**src/rtl/elevator.sv**
```systemverilog
// Single-car, 4-floor elevator controller: one-floor-per-step travel with fixed
// travel and door dwell times. Define ELEVATOR_STATUS_EN for door/step-count status outputs.
module elevator #(
    parameter int unsigned FLOOR_TICKS = 10,
    parameter int unsigned DOOR_TICKS  = 5
) (
    input  logic       clk,
    input  logic       rst,
    input  logic [3:0] req_floor,
    output logic [3:0] rec_floor
`ifdef ELEVATOR_STATUS_EN
    ,
    output logic       o_door_open,
    output logic [3:0] o_count
`endif
);

    localparam int unsigned MAX_TICKS = (FLOOR_TICKS > DOOR_TICKS) ? FLOOR_TICKS : DOOR_TICKS;
    localparam int unsigned TW        = (MAX_TICKS > 1) ? $clog2(MAX_TICKS) : 1;

    typedef enum logic [1:0] {IDLE, MOVE_UP, MOVE_DOWN, DOOR_OPEN} state_t;

    state_t        state, state_nx;
    logic [1:0]    cur, cur_nx;
    logic [1:0]    tgt, tgt_nx;
    logic [TW-1:0] timer, timer_nx;
    logic          req_valid;
    logic [1:0]    req_idx;
    logic          step;

    always_comb begin
        req_valid = $onehot(req_floor);
        req_idx   = '0;
        for (int unsigned i = 0; i < 4; i++) begin
            if (req_floor[i]) req_idx = 2'(i);
        end
    end

    always_comb begin
        state_nx = state;
        cur_nx   = cur;
        tgt_nx   = tgt;
        timer_nx = timer;
        step     = 1'b0;
        case (state)
            IDLE: begin
                if (req_valid && (req_idx > cur)) begin
                    tgt_nx   = req_idx;
                    timer_nx = '0;
                    state_nx = MOVE_UP;
                end else if (req_valid && (req_idx < cur)) begin
                    tgt_nx   = req_idx;
                    timer_nx = '0;
                    state_nx = MOVE_DOWN;
                end
            end
            MOVE_UP, MOVE_DOWN: begin
                if (timer == TW'(FLOOR_TICKS - 1)) begin
                    timer_nx = '0;
                    step     = 1'b1;
                    cur_nx   = (state == MOVE_UP) ? cur + 2'd1 : cur - 2'd1;
                    if (cur_nx == tgt) state_nx = DOOR_OPEN;
                end else begin
                    timer_nx = timer + 1'b1;
                end
            end
            DOOR_OPEN: begin
                if (timer == TW'(DOOR_TICKS - 1)) begin
                    timer_nx = '0;
                    state_nx = IDLE;
                end else begin
                    timer_nx = timer + 1'b1;
                end
            end
            default: state_nx = IDLE;
        endcase
    end

    // rec_floor is loaded from the next floor so it updates on the same edge as cur
    always_ff @(posedge clk) begin
        if (rst) begin
            state     <= IDLE;
            cur       <= '0;
            tgt       <= '0;
            timer     <= '0;
            rec_floor <= 4'b0001;
        end else begin
            state     <= state_nx;
            cur       <= cur_nx;
            tgt       <= tgt_nx;
            timer     <= timer_nx;
            rec_floor <= 4'(4'b0001 << cur_nx);
        end
    end

`ifdef ELEVATOR_STATUS_EN
    always_ff @(posedge clk) begin
        if (rst) begin
            o_door_open <= 1'b0;
            o_count     <= '0;
        end else begin
            o_door_open <= (state_nx == DOOR_OPEN);
            if (step) o_count <= o_count + 4'd1;
        end
    end
`endif

endmodule

```
**config.mk**
```make
export PLATFORM = sky130hd
export DESIGN_NAME = elevator
export DESIGN_NICKNAME = d
export VERILOG_FILES = /design/src/rtl/elevator.sv
export SDC_FILE = /design/constraint.sdc
export NUM_CORES = 1
export LEC_CHECK = 0
export ABC_AREA = 1
export ABC_CLOCK_PERIOD_IN_PS = 1900
export BUFFER_PORTS_ARGS = -buffer_cell sky130_fd_sc_hd__buf_2
export CAP_MARGIN = 20
export CORE_ASPECT_RATIO = 1.25
export CORE_MARGIN = 2
export CORE_UTILIZATION = 50
export CTS_CLUSTER_SIZE = 30
export DETAILED_ROUTE_END_ITERATION = 12
export PLACE_DENSITY = 0.72
export SLEW_MARGIN = 30
export SYNTH_ARGS = -nofsm -noshare
export SYNTH_HDL_FRONTEND = slang
export SYNTH_SLANG_ARGS = --single-unit
```
**constraint.sdc**
```tcl
create_clock -name clk -period 1.9 [get_ports clk]
set_input_delay 0.285 -clock clk [delete_from_list [all_inputs] [get_ports clk]]
set_output_delay 0.285 -clock clk [all_outputs]
set_load 0.02 [all_outputs]
```
### Word-level counts from Yosys, hierarchy flattened

Cells that the tools add are included.

* flip-flop bits (word level): 14
* latch bits: 0
* bits in writable memories: 0
* memory bits (read-only): 0
* output and inout bits: 4
* memories: 0

* add/subtract/negate cells: 6
* multipliers: 0
* divide/modulo/power cells: 0
* magnitude comparators: 2
* equal/unequal tests: 11
* shift operators: 1
* multiplexer cells: 19
* bitwise logic cells: 0
* reductions and logical operators: 7

Operators by type and width (number)
* 2-bit two-way mux: 12
* 4-bit two-way mux: 4
* 4-bit one-hot mux with 3 select lines: 1
* 2-bit != test (second input constant): 3
* 2-bit one-hot mux with 3 select lines: 1
* 1-bit by 1-bit adder with 2-bit output: 2
* 4-bit by 1-bit adder with 4-bit output (second input constant): 1
* 2-bit == test (second input constant): 2
* 4-bit by 3-bit == test with 1-bit output (second input constant): 1
* 4-bit == test (second input constant): 1
* 4-bit AND reduction: 1
* 1-bit by 2-bit << shifter with 4-bit output (first input constant): 1
* 2-bit by 2-bit adder with 3-bit output: 1
* 3-bit by 1-bit == test with 1-bit output (second input constant): 1
* 3-bit != test (second input constant): 1
* 2-bit by 1-bit adder with 2-bit output (second input constant): 1
* 2-bit by 1-bit == test with 1-bit output (second input constant): 1
* 2-bit == test: 1
* 2-bit greater-than comparator: 1
* 1-bit logical AND: 2
* 2-bit zero test: 1
* 2-bit < comparator: 1
* 2-bit AND reduction: 1
* 2-bit nonzero test: 1
* other kinds (3): 3

### Longest topological paths before layout

Gate-level depths: netlist of the first run.

* depth after elaboration: 8
* depth in mapped cells: 13
* gate-level depth less buffers: 13

### Worst setup path before layout of the first run

OpenSTA, ideal clock, no wires.

* path type: in2reg
* start: in req_floor[0]
* end: reg state[0]
* arrival: 1965 ps
* required time: 1785 ps
* slack: -180 ps
* cell stages on the path: 13
* buffers on the path: 0
* path through: inv_1 -> fa_1 -> inv_1 -> ha_1 -> ha_1 -> nor2_1 -> nand2_1 -> a21oi_2 -> nor2_2 -> nor2_2 -> nand3_1 -> nand2_1 -> nor2_1

* cells in the longest elaborated chain, start to end: 6
* elaborated cells between the ends (all ways): 9
* classes of those cells: 2 x add/sub; 2 x eq/ne; 2 x mux; 3 x reduce/logical

RTL lines
* from (decl): RTL line 9 `input logic [3:0] req_floor,`
* 1-bit by 1-bit adder with 2-bit output (implied by the code) *: RTL line 32 `req_valid = $onehot(req_floor);`
* 2-bit by 2-bit adder with 3-bit output (implied by the code) *: RTL line 32
* 3-bit by 1-bit == test with 1-bit output *: RTL line 32
* 1-bit logical AND, on equally long branches: RTL line 47, 51
* 3-bit != test (no line) or 2-bit two-way mux (tied branches)
* 4-bit AND reduction (no line) or 2-bit one-hot mux with 3 select lines (tied branches)
* to (signal assigned): RTL line 88 `state <= state_nx;`
* to (decl): RTL line 23 `state_t state, state_nx;`

Every way passes the cells marked *; elsewhere a longest branch is shown, timed or not.
A chain may end at the register's enable or synchronous reset.

### Worst setup path in the final report of the first run

* start: in req_floor[1]
* end: reg state[1]

* cells in the longest elaborated chain, start to end: 7
* elaborated cells between the ends (all ways): 14
* classes of those cells: 2 x add/sub; 2 x order compare; 2 x eq/ne; 5 x mux; 3 x reduce/logical

RTL lines
* parallel branches: the longest is 7 deep, another holds 2-bit by 2-bit adder with 3-bit output

Parallel ways; which one is timed is not known.

==> flow_summary.yaml, run 1 <==
worst_hold_path:
  hp-class: "in2reg"
finish:
  final_core_util: 0.640
  drive_above_1_share: 0.296
  area_delta_synth_final_pct: 21.4
  n_antenna_cell: 0
  final_cell_count_no_fill: 161
  fin_nets: 160
  fill_cells: 160
clocking:
  clk_latency_ps: 290
  cts_tree: "done"
  cts_sinks: 14
  cts_max_level: 1
  path_clk_slew_ps: 90
  post-cts-setup-buffer-count: 0
  ctsLongestPathBuffers: 2
  numCtsBuffers: 3
  cts_root_buffer: "clkbuf_4"
global_routing:
  antenna_found_initial: 0
  grt_pass1_wl_mm: 2.98
  track_usage: 0.180
  grt_max_degree: 9
  grt_pass1_vias: 787
  grt_overflow: 0
status:
  status: "complete, but fails checks"
  violations: "negative setup slack"
sta:
  fmax_mhz: 525
  finalHoldViolCount: 0
  rsz0062_at_grt: "yes"
  max_slew_margin: 0.841
  tightest_slew_ps: 238
  skew_ps: 2.98
  setup_viol_count_final: 1
  finalWorstSetupSlack_ps: -4.81
  slew_viol_final: 0
  period_needed_ps: 1900
  min_period_over_period: 1.00
place:
  place_congestion: 0.740
  hpwl_mm: 1.39
  port_buffers: 9
  placedCellCount: 157
synth:
  syn-num-nets: 144
  avgSynthCellArea_um2: 7.24
  yosysSeqAreaShare: 0.305
  synth_top_cell_by_area: "dfxtp_1"
  syn-cell-area_um2: 920
  syn_inst: 127
  yosys.area.top_type_share: 0.305
  yosys-top-cells-area: "dfxtp_1 30%, ha_1 14%, nand2_1 10%"
  ys_warn_count: 0
  yosysUniqueCellTypes: 24
  synth-seq-cells: 14
floorplan:
  coreArea_um2: 1740
  rows: 17
  fp.dieH_um: 52.0
  die_area_um2: 2200
  io_pins: 10
  initial_core_util: 0.527
  die_w_um: 42.4
setup_path:
  endpoint_kind: "flip-flop"
  cp_max_fo: 4
  r2r_setup_slack_ps: 240
  endpoint: "state[1]"
  reg2reg_depth: 10
  r2r_end: "state[1]"
  start_kind: "input pin"
  arrival_ps: 2090
  criticalPathCategory: "in2reg"
  required_ps: 2090
  r2r-start: "cur[1]"
  cp-startpoint: "req_floor[1]"
routing:
  drt-initial-drc-count: 30
  drt-wirelength-per-cell_um: 11.1
  drt-pass1-iter-count: 4
  routed_via_density: 5.11
  wl_mm: 1.78
  drc: 0
  vias: 822
  ant_nets: 0
power_and_ir_drop:
  power_per_cell_area_nw_per_um2: 1030
  vdd_drop_max_mv: 0.699
  finalPower_mw: 1.15
  leakage_nw: 0.524
job:
  maxCapViolCount: 0
## Yosys cell counts
library cell,instances
nor2_4,1
dfxtp_1,14
nand3_2,2
nand2_1,25
o21ai_2,1
a21oi_2,1
o21bai_2,1
fa_1,1
nor2_2,4
o21ai_0,2
nor3_1,1
inv_1,21
clkinv_1,1
o21ai_1,2
a21oi_1,9
a21boi_0,1
nor3_2,1
or2_0,1
xor2_1,3
nor2_1,8
ha_1,10
inv_2,4
nand2_2,2
nand3_1,11
## cell type report
| type | instances | area, µm² | area share |
|---|---|---|---|
| well taps | 19 | 23.8 | 0.0213 |
| multi-input cells | 87 | 601 | 0.538 |
| inverters | 26 | 105 | 0.0942 |
| repair buffers | 11 | 70.1 | 0.0628 |
| clock buffers | 4 | 36.3 | 0.0325 |
| flip-flops and latches | 14 | 280 | 0.251 |
## timing repair
action,CTS,global route
hold buffers,0,0
gates resized for setup,5,10
setup endpoints to repair,5,6
pin swaps,7,4
## state kept, by name, summed over array words and instances (netlist names)
register,count
rec_floor,4
timer,4
cur,2
tgt,2
state,2
## metrics by stage
stage                     setup TNS, ps  hold WS (ps)  area, µm²  setup WS, ps
after floorplan                    -392           354        942          -140
after global placement            -2390           460       1030          -375
after detailed placement          -2700           475       1030          -422
after CTS                             0           276       1070          1.67
after global routing               -259           280       1120         -88.3
final                             -4.81           278       1120         -4.81
## kinds of logic (layout without fill, tap and decap cells)
kind of cell,after synthesis,count (layout),share of synthesized area
xor+xnor,3,3,0.0286
buf+inv,26,41,0.106
simple gates,56,56,0.293
fa+ha+maj,11,11,0.158
compound gates,17,17,0.110
flops,14,14,0.305
## critical path: stages
cell,delay [ps]
buf_8,90
inv_8,30
fa_1,520
inv_1,40
ha_2,170
ha_4,230
nor2_4,100
nand2_2,60
a21oi_4,160
nor2_4,70
nor2_4,150
nand3_1,80
nand2_1,70
nor2_1,40
## power breakdown
part	switching (mW)	internal (mW)	leakage, nW
logic	0.346	0.224	0.390
clock network	0.102	0.117	0.0210
registers	0.0312	0.328	0.113
## worst min-delay path by stage
stage | from | end | slack [ps] | cells past startpoint
6_report | rst | tgt[0] | 280 | 2
5_1_grt | rst | timer[1] | 280 | 2
4_1_cts | rst | timer[1] | 280 | 2
3_5_place_dp | timer[3] | timer[3] | 470 | 2
3_3_place_gp | timer[3] | timer[3] | 460 | 2
2_1_floorplan | rst | rec_floor[1] | 350 | 1
## routing by layer
metal,GRT usage,routed length [µm],vias to the layer above
met1,0.193,734,370
met5,0,0,-
met2,0.333,934,20
li1,-,-,426
met3,0.0313,67,6
met4,0.0938,47,0
## placed cells by master, fill, tap and decap left out
cell type / n
fa_1: 1
or2_0: 1
a21oi_1: 8
nor2_4: 4
ha_4: 1
nor3_2: 2
inv_2: 5
inv_1: 20
o21bai_2: 1
ha_1: 8
nand3_1: 10
nand2_1: 23
nand3_2: 3
clkbuf_8: 1
ha_2: 1
nor2_1: 7
nand2_2: 4
inv_8: 1
o21ai_2: 1
buf_2: 8
buf_4: 2
o21ai_0: 1
buf_8: 1
clkbuf_4: 3
a21oi_4: 1
o21ai_1: 3
dfxtp_1: 14
a21oi_2: 1
a21boi_0: 1
xor2_1: 3
nor2_2: 2
Power figures use the tool's default switching activity.
==> run 2: changes to the inputs <==
--- a/config.mk
+++ b/config.mk
@@ -14,7 +14,7 @@
 export CORE_UTILIZATION = 50
 export CTS_CLUSTER_SIZE = 30
 export DETAILED_ROUTE_END_ITERATION = 12
-export PLACE_DENSITY = 0.72
+export PLACE_DENSITY = 0.74
 export SLEW_MARGIN = 30
 export SYNTH_ARGS = -nofsm -noshare
 export SYNTH_HDL_FRONTEND = slang
==> flow_summary.yaml, run 2 (synthesized netlist as in run 1, its figures left out) <==
status:
  status: "finished, final reports clean"
sta:
  skew_ps: 2.32
  setup_viol_count_final: 0
  tightest_slew_ps: 252
  period_needed_ps: 1900
  holdWs_ps: 297
  rsz0062_at_grt: "yes"
  min_period_over_period: 0.999
  max_slew_margin: 0.832
  slew_viol_final: 0
  finalHoldViolCount: 0
  fmax_mhz: 527
routing:
  drc: 0
  drt-initial-drc-count: 11
  drt-wirelength-per-cell_um: 10.8
  ant_nets: 0
  routed_via_density: 5.02
  drt-pass1-iter-count: 4
  wl_mm: 1.75
  vias: 814
place:
  post_dp_cell_area_um2: 1030
  hpwl_mm: 1.38
  place_congestion: 0.729
  port_buffers: 9
global_routing:
  grt_overflow: 0
  grt_pass1_wl_mm: 3.07
  grtUsageMet2: 0.369
  grt_pass1_vias: 783
  antenna_found_initial: 0
  grtUsageMet1: 0.194
  track_usage: 0.184
  grt_max_degree: 9
  busiest_layer: "met2"
  grt.met3_usage: 0.0313
setup_path:
  critical_path.max_stage_delay_ps: 550
  required_ps: 2080
  reg2reg_depth: 9
  crit_buf_inv: 3
  cp_max_fo: 4
  critPathSlowestCell: "fa_1"
  endpoint_kind: "flip-flop"
  start_kind: "input pin"
  crit_family: "adder cells"
  worstPathCellList: "buf_8 -> inv_8 -> fa_1 -> inv_2 -> ha_4 -> ha_4 -> nor2_2 -> nand2_1 -> a21oi_2 -> nor2_2 -> nor2_4 -> nand3_1 -> nand2_1 -> nor2_1"
  cp.depth: 14
  criticalPathCategory: "in2reg"
  arrival_ps: 2080
finish:
  final_common_cell: "nand2_1"
  n_antenna_cell: 0
  largestRegisters: "rec_floor: 4 flops, timer: 4 flops"
  area_delta_synth_final_pct: 22.0
  final_cell_mix: "24 x nand2_1, 18 x inv_1, 14 x dfxtp_1"
  final_core_util: 0.643
  fill_cells: 164
  drive_above_1_share: 0.294
  fin_nets: 161
  design_area_um2: 1120
clocking:
  ctsLongestPathBuffers: 2
  cts_tree: "done"
  clk_latency_ps: 280
  holdBufCountCts: 0
  path_clk_slew_ps: 90
  cts_sinks: 14
  cts_root_buffer: "clkbuf_4"
  numCtsBuffers: 3
  cts_max_level: 1
worst_hold_path:
  hold_path_depth: 2
  hp-class: "in2reg"
floorplan:
  rows: 17
  die_w_um: 42.4
  initial_core_util: 0.527
  io_pins: 10
  die_area_um2: 2200
  coreArea_um2: 1740
  fp.dieH_um: 52.0
power_and_ir_drop:
  vdd_drop_max_mv: 0.606
  leakage_nw: 0.527
  power_per_cell_area_nw_per_um2: 1010
job:
  maxCapViolCount: 0
[run 2: worst paths after layout]
path,end,startpoint,slack (ps)
min reg2reg,timer[3],timer[3],480
max,state[0],req_floor[1],3
max reg2reg,timer[3],cur[1],250
min,timer[1],rst,300
[run 2: report_power, final]
part	internal, mW	switching, mW
clock network	0.116	0.0987
logic	0.221	0.335
registers	0.328	0.0312
[run 2: metrics by stage]
stage,power [mW],std cells,TNS (ps),setup WS (ps)
after floorplan,0.734,127,-392,-140
after global placement,0.842,157,-2390,-370
after detailed placement,0.856,157,-2750,-416
after CTS,1.09,162,-11.4,-11.4
after global routing,1.22,162,-441,-85.6
final,1.13,162,0,2.70
[run 2: per-layer routing]
layer,routed length (µm),vias to the layer above
met5,0,-
met4,12,0
met3,47,2
met2,946,11
met1,745,371
li1,-,430
[run 2: cell type report]
type                            count  area (µm²)  share of cell area
Tap cell                           19        23.8              0.0212
Clock buffer                        4        36.3              0.0323
Multi-Input combinational cell     87         587               0.523
Timing Repair Buffer               12        87.6              0.0780
Inverter                           26         108              0.0959
Sequential cell                    14         280               0.250
[run 2: timing repair]
item / 4_1_cts / 5_1_grt
endpoints found under the setup margin: 7 / 8
setup buffers: 1 / 0
pin swaps: 12 / 7
gates resized for setup: 10 / 6
==> run 3: changes to the inputs <==
--- a/config.mk
+++ b/config.mk
@@ -15,6 +15,7 @@
 export CTS_CLUSTER_SIZE = 30
 export DETAILED_ROUTE_END_ITERATION = 12
 export PLACE_DENSITY = 0.74
+export SETUP_SLACK_MARGIN = 0.15
 export SLEW_MARGIN = 30
 export SYNTH_ARGS = -nofsm -noshare
 export SYNTH_HDL_FRONTEND = slang
==> flow_summary.yaml, run 3 (synthesized netlist as in run 1, its figures left out) <==
status:
  status: "complete, but fails checks"
  violations: "negative setup slack"
sta:
  period_needed_ps: 1900
  slew_viol_final: 0
  skew_ps: 1.78
  rsz0062_at_grt: "yes"
  tns_ps: -3.36
  fmax_mhz: 525
  min_period_over_period: 1.00
  finalHoldViolCount: 0
  finalWorstSetupSlack_ps: -3.36
  max_slew_margin: 0.849
  setup_viol_count_final: 1
  tightest_slew_ps: 227
global_routing:
  grt_max_degree: 9
  grt_pass1_wl_mm: 2.84
  antenna_found_initial: 0
  grt_overflow: 0
  grt_pass1_vias: 743
  track_usage: 0.169
floorplan:
  fp.dieH_um: 52.0
  die_w_um: 42.4
  io_pins: 10
  coreArea_um2: 1740
  rows: 17
  die_area_um2: 2200
  initial_core_util: 0.527
clocking:
  path_clk_slew_ps: 90
  clk_latency_ps: 280
  numCtsBuffers: 3
  ctsLongestPathBuffers: 2
  cts_tree: "done"
  cts_root_buffer: "clkbuf_4"
  cts_sinks: 14
  cts_max_level: 1
  holdBufCountCts: 0
routing:
  drt-wirelength-per-cell_um: 10.2
  ant_nets: 0
  drt-pass1-iter-count: 2
  routed_via_density: 5.01
  vias: 811
  drt-initial-drc-count: 7
  wl_mm: 1.65
  drc: 0
job:
  maxCapViolCount: 0
place:
  place_congestion: 0.794
  port_buffers: 9
  hpwl_mm: 1.39
finish:
  final_cell_mix: "23 x nand2_1, 18 x inv_1, 14 x dfxtp_1"
  n_antenna_cell: 0
  area_delta_synth_final_pct: 18.8
  final_common_cell: "nand2_1"
  fin_nets: 161
  largestRegisters: "rec_floor: 4 flops, timer: 4 flops"
  fill_cells: 171
  seqCellArea_um2: 280
  multi_input_area_um2: 564
  drive_above_1_share: 0.287
power_and_ir_drop:
  power_per_cell_area_nw_per_um2: 1000
  leakage_nw: 0.519
  vdd_drop_max_mv: 0.695
  finalPower_mw: 1.10
setup_path:
  endpoint_kind: "flip-flop"
  criticalPathCategory: "in2reg"
  required_ps: 2080
  start_kind: "input pin"
  cp_max_fo: 4
  reg2reg_depth: 10
  arrival_ps: 2090
worst_hold_path:
  hold_path_depth: 2
  hp-class: "in2reg"
[run 3: routing by layer]
| metal | GRT usage | share of wire | vias to the layer above | wire length, µm |
|---|---|---|---|---|
| met4 | 0.0833 | 0.020 | 0 | 33 |
| met5 | 0 | 0 | - | 0 |
| met3 | 0.0208 | 0.033 | 4 | 55 |
| li1 | - | - | 431 | - |
| met2 | 0.300 | 0.49 | 12 | 805 |
| met1 | 0.198 | 0.46 | 364 | 757 |
[run 3: path summary, 6_finish.rpt]
kind | startpoint | slack, ps | end
max | req_floor[0] | -3 | state[0]
min | rst | 290 | timer[1]
min reg2reg | timer[3] | 470 | timer[3]
max reg2reg | cur[1] | 270 | state[0]
[run 3: timing repair]
action	in CTS	in global routing
gates resized for setup	6	4
pin swaps	10	8
setup endpoints to repair	8	8
buffers inserted	0	1
[run 3: cell type report]
cell class              count  share of cell area
repair buffers             12              0.0733
multi-input cells          87               0.517
clock buffers               4              0.0332
well taps                  19              0.0218
flip-flops and latches     14               0.257
inverters                  26              0.0985
[run 3: through the flow]
stage / instance area [µm²] / utilization / setup slack (ps) / hold WS (ps) / cells
2_1_floorplan: 942 / - / -140 / 354 / 127
3_3_place_gp: 1030 / 0.588 / -389 / 450 / 157
3_5_place_dp: 1030 / 0.588 / -407 / 461 / 157
4_1_cts: 1080 / 0.618 / 17.9 / 291 / 161
5_1_grt: 1090 / 0.626 / -128 / 291 / 162
6_report: 1090 / 0.626 / -3.36 / 286 / 162
[run 3: worst max-delay path: stages]
cell and delay, ps:
buf_6 70, inv_4 30, fa_1 530, inv_1 50
ha_2 180, ha_4 210, nor2_2 70, nand2_1 60
a21oi_2 150, nor2_2 70, nor2_2 170, nand3_1 100
nand2_1 60, nor2_1 40
[run 3: power breakdown]
group	internal (mW)	switching [mW]
clock	0.116	0.103
combinational	0.206	0.312
sequential	0.328	0.0316
